**config.mk**
```make
export PLATFORM = sky130hd
export DESIGN_NAME = four_phase_receiver
export DESIGN_NICKNAME = d
export VERILOG_FILES = /design/src/rtl/four_phase_receiver_pkg.sv /design/src/rtl/four_phase_receiver_dff.sv /design/src/rtl/four_phase_receiver.sv
export SDC_FILE = /design/constraint.sdc
export NUM_CORES = 1
export LEC_CHECK = 0
export ABC_AREA = 1
export BUFFER_PORTS_ARGS = -buffer_cell sky130_fd_sc_hd__buf_4
export CELL_PAD_IN_SITES_DETAIL_PLACEMENT = 1
export CELL_PAD_IN_SITES_GLOBAL_PLACEMENT = 1
export CORE_ASPECT_RATIO = 0.9
export CORE_UTILIZATION = 37
export CTS_CLUSTER_DIAMETER = 120
export CTS_CLUSTER_SIZE = 20
export DETAILED_ROUTE_END_ITERATION = 16
export PLACE_DENSITY = 0.91
export SETUP_SLACK_MARGIN = 0.1
export SYNTH_ARGS = -nofsm -noshare
export SYNTH_HDL_FRONTEND = slang
export SYNTH_SLANG_ARGS = --single-unit
```
**constraint.sdc**
```tcl
create_clock -name clk -period 3 [get_ports clk]
set_input_delay 0.3 -clock clk [delete_from_list [all_inputs] [get_ports clk]]
set_output_delay 0.3 -clock clk [all_outputs]
set_load 0.1 [all_outputs]
```
**src/rtl/four_phase_receiver_pkg.sv**
```systemverilog
// four_phase_receiver_pkg: shared data width and FSM state encodings for the 4-phase receiver.
package four_phase_receiver_pkg;
    localparam int DATA_MSB = 7;
    typedef enum logic [1:0] {
        RX_RST     = 2'b00,
        RX_IDLE    = 2'b01,
        RX_ACKED   = 2'b10,
        RX_RELEASE = 2'b11
    } rx_state_t;
endpackage

```
**src/rtl/four_phase_receiver_dff.sv**
```systemverilog
// four_phase_receiver_dff: single synchronizer stage with synchronous active-high reset.
module four_phase_receiver_dff (
    input  logic clk,
    input  logic reset,
    input  logic d,
    output logic q
);
    always_ff @(posedge clk) q <= reset ? 1'b0 : d;
endmodule

```
**src/rtl/four_phase_receiver.sv**
```systemverilog
// four_phase_receiver: 4-phase push-handshake receiver with req synchronizer, Rx buffer and back-pressure.
// RX_SYNC3_EN adds a third synchronizer stage ahead of the FSM and the edge detector.
module four_phase_receiver
    import four_phase_receiver_pkg::*;
(
    input  logic              clk,
    input  logic              reset,
    input  logic              req,
    input  logic [DATA_MSB:0] input_rx,
    input  logic              take,
    output logic [DATA_MSB:0] output_rx,
    output logic              v,
    output logic              ack,
    output logic              f
);
    logic      w_r1, w_r2, w_sync, w_ack_nxt, w_cap;
    logic      r_r3;
    rx_state_t r_state, w_state_nxt;
    four_phase_receiver_dff u_s1 (.clk(clk), .reset(reset), .d(req),  .q(w_r1));
    four_phase_receiver_dff u_s2 (.clk(clk), .reset(reset), .d(w_r1), .q(w_r2));
`ifdef RX_SYNC3_EN
    four_phase_receiver_dff u_s3 (.clk(clk), .reset(reset), .d(w_r2), .q(w_sync));
`else
    assign w_sync = w_r2;
`endif
    always_comb begin
        w_state_nxt = RX_IDLE;
        w_ack_nxt   = 1'b0;
        w_cap       = 1'b0;
        case (r_state)
            RX_RST:     w_state_nxt = RX_IDLE;
            RX_IDLE: begin
                // a full, untaken buffer holds ack low so the transmitter waits
                w_cap       = w_sync && (!v || take);
                w_ack_nxt   = w_cap;
                w_state_nxt = w_cap ? RX_ACKED : RX_IDLE;
            end
            RX_ACKED: begin
                w_ack_nxt   = w_sync;
                w_state_nxt = w_sync ? RX_ACKED : RX_RELEASE;
            end
            RX_RELEASE: w_state_nxt = RX_IDLE;
            default:    w_state_nxt = RX_IDLE;
        endcase
    end
    always_ff @(posedge clk) begin
        if (reset) begin
            r_state   <= RX_RST;
            output_rx <= '0;
            v         <= 1'b0;
            ack       <= 1'b0;
            f         <= 1'b0;
            r_r3      <= 1'b0;
        end else begin
            r_state <= w_state_nxt;
            ack     <= w_ack_nxt;
            v       <= w_cap | (v & ~take);
            if (w_cap) output_rx <= input_rx;
            r_r3    <= w_sync;
            f       <= w_sync & ~r_r3;
        end
    end
endmodule

```
# Word-level counts from Yosys, hierarchy flattened
# Cells that the tools add are included.
# W data, S select, Z words.
op_classes:
  n_eq_ne: 3
  mux: 5
  bitwise: 5
  n_reduce_logical: 5
op_table:
  columns: ["cell", "count"]
  rows:
  - ["$pmux W2 S3", 1]
  - ["$eq A2 B2 Y1 const B", 2]
  - ["$and A1 B1 Y1", 2]
  - ["$eq A2 B1 Y1 const B", 1]
  - ["$logic_not A2 Y1", 1]
  - ["$mux W1", 2]
  - ["$mux W2", 1]
  - ["$not A1 Y1", 2]
  - ["$pmux W1 S2", 1]
  - ["$reduce_or A2 Y1", 1]
  - ["$logic_and A1 B1 Y1", 1]
  - ["$logic_not A1 Y1", 1]
  - ["$logic_or A1 B1 Y1", 1]
  - ["$or A1 B1 Y1", 1]
word_totals:
  regBits: 16
  input_bits: 12
  output_inout_bits: 11
  wordCells: 26

# Logic depth before layout (Yosys ltp)
depth:
  ltp_word: 5
  ltp_mapped: 7
  ltp_nobuf: 6

# Cells and area by module
# Synthesis repeated with hierarchy kept, for this count alone.
hier_totals:
  hier_cells: 108
  area_unflattened_um2: 800.8
modules_own_cells:
  columns: ["module", "instances", "cells_each", "area_each_um2", "seq_area_each_um2"]
  rows:
  - ["four_phase_receiver", 1, 102, 740.7, 280.3]
  - ["four_phase_receiver_dff", 2, 3, 30.0, 20.0]

# Worst setup path before layout
# No wires, ideal clock.
synth_timing:
  path_type: "register to register"
  startpoint: "reg v"
  endpoint: "reg output_rx[0]"
  setup_ns: 0.064
  t_arrival_ns: 1.508
  t_required_ns: 2.936
  path_slack_ns: 1.428
  path_stages_with_launch: 6
  n_path_buf: 1
  synth_period_minus_slack_ns: 1.572
  cell_sequence: "dfxtp_1 -> nand2_2 -> buf_6 -> nand4_1 -> nand2_1 -> nor2_1"
synth_between:
  elab_chain_cells: 4
synth_lines:
  columns: ["element", "line", "text"]
  rows:
  - ["from (decl)", "four_phase_receiver.sv:12", "output logic v,"]
  - ["from (signal assigned)", "four_phase_receiver.sv:57", "v <= w_cap | (v & ~take);"]
  - ["$logic_not A1 Y1", "four_phase_receiver.sv:34", "w_cap = w_sync && (!v || take);"]
  - ["$logic_or A1 B1 Y1", "four_phase_receiver.sv:34", null]
  - ["$logic_and A1 B1 Y1", "four_phase_receiver.sv:34", null]
  - ["$mux W1", "four_phase_receiver.sv:30", "case (r_state)"]
  - ["to (signal assigned)", "four_phase_receiver.sv:58", "if (w_cap) output_rx <= input_rx;"]
  - ["to (decl)", "four_phase_receiver.sv:11", "output logic [DATA_MSB:0] output_rx,"]
# Every way passes these cells.
# A chain may end at the register's enable or synchronous reset.

# Worst setup path after layout
layout_timing:
  startpoint: "reg r_state[1]"
  endpoint: "reg output_rx[3]"
layout_between:
  elab_chain_cells: 2
layout_lines:
  columns: ["element", "line", "text"]
  rows:
  - ["from (decl)", "four_phase_receiver.sv:18", "rx_state_t r_state, w_state_nxt;"]
  - ["from (signal assigned)", "four_phase_receiver.sv:55", "r_state <= w_state_nxt;"]
  - ["$eq A2 B1 Y1", "four_phase_receiver.sv:30", null]
  - ["$mux W1", "four_phase_receiver.sv:30", null]
# Every way passes these cells.

==> metrics.txt <==
status completed; Syn Nets 123; DP Worst Slack 1690 ps; first-pass GRT wire length 2640 um; initial core utilization 40.8%; placed insts 151; layout cells sized above 1 28.5%; HP Start req; Setup CP Type reg -> reg; WP data arrival 1540 ps; setup repair after global routing missed its margin no; DRC viols 0; number of global-route vias before repair 642; Root Driver clkbuf_4; vias 667; hold depth 3; Final #Nets 146; CORE AREA 1970 um^2; Gate power share 39.0%; max_slew headroom 62.5%; Antenna diodes 0; crit start category flop; initial antenna violation count 0; Pleak 0.000524 uW; GPL Wtd Cong 0.802; ANT nets after route 0; VDD IR max 0.384 mV; Pwr per Cell Area 650 nW/um^2; CTS clock-pin slew for the worst setup and hold paths 90 ps; commonest non-fill, non-tap cells in the layout inv_1 (31), nand2_1 (23), buf_4 (22), dfxtp_1 (16), nor2_1 (10); RR Startpoint r_state[1]; Worst Path Max Fanout 10; Post-DP Area 955 um^2; CP bufs+invs 2; worst hold path type in -> reg; worst-path cell chain inv_1, ha_1, nand3_4, nand2_1, inv_1, nor2_1; Seq pwr share 39.2%; maximum clock rate 759 MHz; via/cell ratio 4.30; CTS sink cnt 16; Setup Fix Bufs, Post-CTS 0; Slowest cell on crit path ha_1; synthesized area 803 um^2; endpoint type of the worst setup path flop; CP top delay family adder cells; Non-Filler Instances 155; total global-route track usage 15.5%; Synth cell types 16; DIE AREA 2360 um^2; TritonRoute pass-1 iters 4; minimum clock period 1320 ps; worst reg2reg path depth 6; post_cts resized 0; largest net degree at the start of global routing 13; most common cell after layout, fill and taps aside inv_1; DR iter-0 viols 8; cell count after synthesis 108; Clk pwr share 21.8%; final hold slack 215 ps; GRT Residual Overflow 0; Worst path max stage delay 420 ps; MaxCap Viol Count 0; Pins Over Slew Limit 0; total CTS buffers 3; Net Sw Power 259 uW; Critical Path Most Common Cell inv_1; IO Port Bufs 22; CTS tree built; setup_tns 0 ps; CTS Buffer Depth 2; r2r endpoint output_rx[3]; Period Utilization, post-route 43.9%; switch share 40.3%; DP HPWL 1280 um; Seq cells post-synth 16; post-synthesis sequential area ratio 39.9%; Cell Int Power 385 uW; Worst Tran Pin Value 562 ps; area growth from synthesis to layout 23.4%; DRT Wirelength 1600 um; Final Hold Fails 0; Clock Latency Late Sink 290 ps; routed len/inst 10.3 um; post-route cell area 991 um^2; Chip Width 51.1 um; num rows 15; Synthesis Warnings 0; die height 46.2 um; Max Clock Skew 4.94 ps; H-tree level count 1; Final setup violation count 0; fin worst setup slack 1680 ps; Synth Area per Inst 7.44 um^2; CTS Hold Buffers Added 0; r2r setup slk 1680 ps; WP data required 3220 ps; Fill cells 260; hold path endpoint u_s1.q; I/O pin total 23
==> power groups by stage <==
stage                     clock, uW  combinational, uW  sequential, uW
final                           140                251             252
after global routing            157                278             255
after CTS                       147                254             253
after detailed placement          0                254             258
after global placement            0                244             255
after floorplan                   0                141             328
==> routing by layer <==
layer / vias up / global-route usage (%) / part of all wire, %
li1: 356 / - / -
met1: 290 / 17.2 / 45
met2: 19 / 28.4 / 48
met3: 2 / 5.94 / 5.8
met4: 0 / 3.33 / 0.50
met5: - / 0 / 0
==> cell families (layout without fill, tap and decap cells) <==
| group | after synthesis | in the layout | share of synthesized area, % |
|---|---|---|---|
| flip-flops | 16 | 16 | 39.9 |
| buffers and inverters | 38 | 60 | 21.5 |
| adder cells (fa/ha/maj) | 3 | 3 | 4.67 |
| AO/OA/AOI/OAI | 4 | 4 | 3.89 |
| AND/OR/NAND/NOR | 47 | 47 | 30.1 |
==> worst max-delay path by stage <==
| stage | from | endpoint | slack (ps) | cells after the start |
|---|---|---|---|---|
| finish | r_state[1] | output_rx[3] | 1680 | 6 |
| global route | r_state[1] | output_rx[5] | 1550 | 6 |
| CTS | r_state[1] | output_rx[6] | 1660 | 6 |
| detailed placement | r_state[1] | output_rx[6] | 1690 | 6 |
| global placement | r_state[0] | output_rx[7] | 1770 | 5 |
| floorplan | v | output_rx[0] | 1430 | 5 |
==> through the flow <==
stage | power, uW | util (%)
2_1_floorplan | 469 | -
3_3_place_gp | 499 | 48.4
3_5_place_dp | 511 | 48.4
4_1_cts | 654 | 50.3
5_1_grt | 689 | 50.3
6_report | 644 | 50.3
==> worst reg2reg max path: stages (launching register included) <==
cell and delay (ps):
dfxtp_1 330, inv_1 80, ha_1 420, nand3_4 180, nand2_1 100, inv_1 40, nor2_1 100
==> state kept, by name, indices dropped and copies added, names as in the netlist <==
signal and flops:
output_rx 8, r_state 2, f 1, r_r3 1, u_s2.q 1, u_s1.q 1, ack 1, v 1
==> synth_stat cells (all sizes together) <==
| cell type | instances | area, um^2 |
|---|---|---|
| a21oi | 3 | 22.5 |
| buf | 4 | 45.0 |
| dfxtp | 16 | 320 |
| ha | 3 | 37.5 |
| inv | 34 | 128 |
| nand2 | 25 | 98.8 |
| nand3 | 1 | 17.5 |
| nand4 | 9 | 71.3 |
| nor2 | 11 | 48.8 |
| nor3 | 1 | 5.00 |
| o21ai | 1 | 8.76 |
==> layout make-up <==
cell class                      count  area [um^2]  share of cell area, %
Sequential cell                    16          320                   32.3
Multi-Input combinational cell     54          310                   31.3
Timing Repair Buffer               22          165                   16.7
Inverter                           34          128                   12.9
Clock buffer                        4         36.3                   3.66
Tap cell                           25         31.3                   3.16
(Power assumes the default switching activity.)
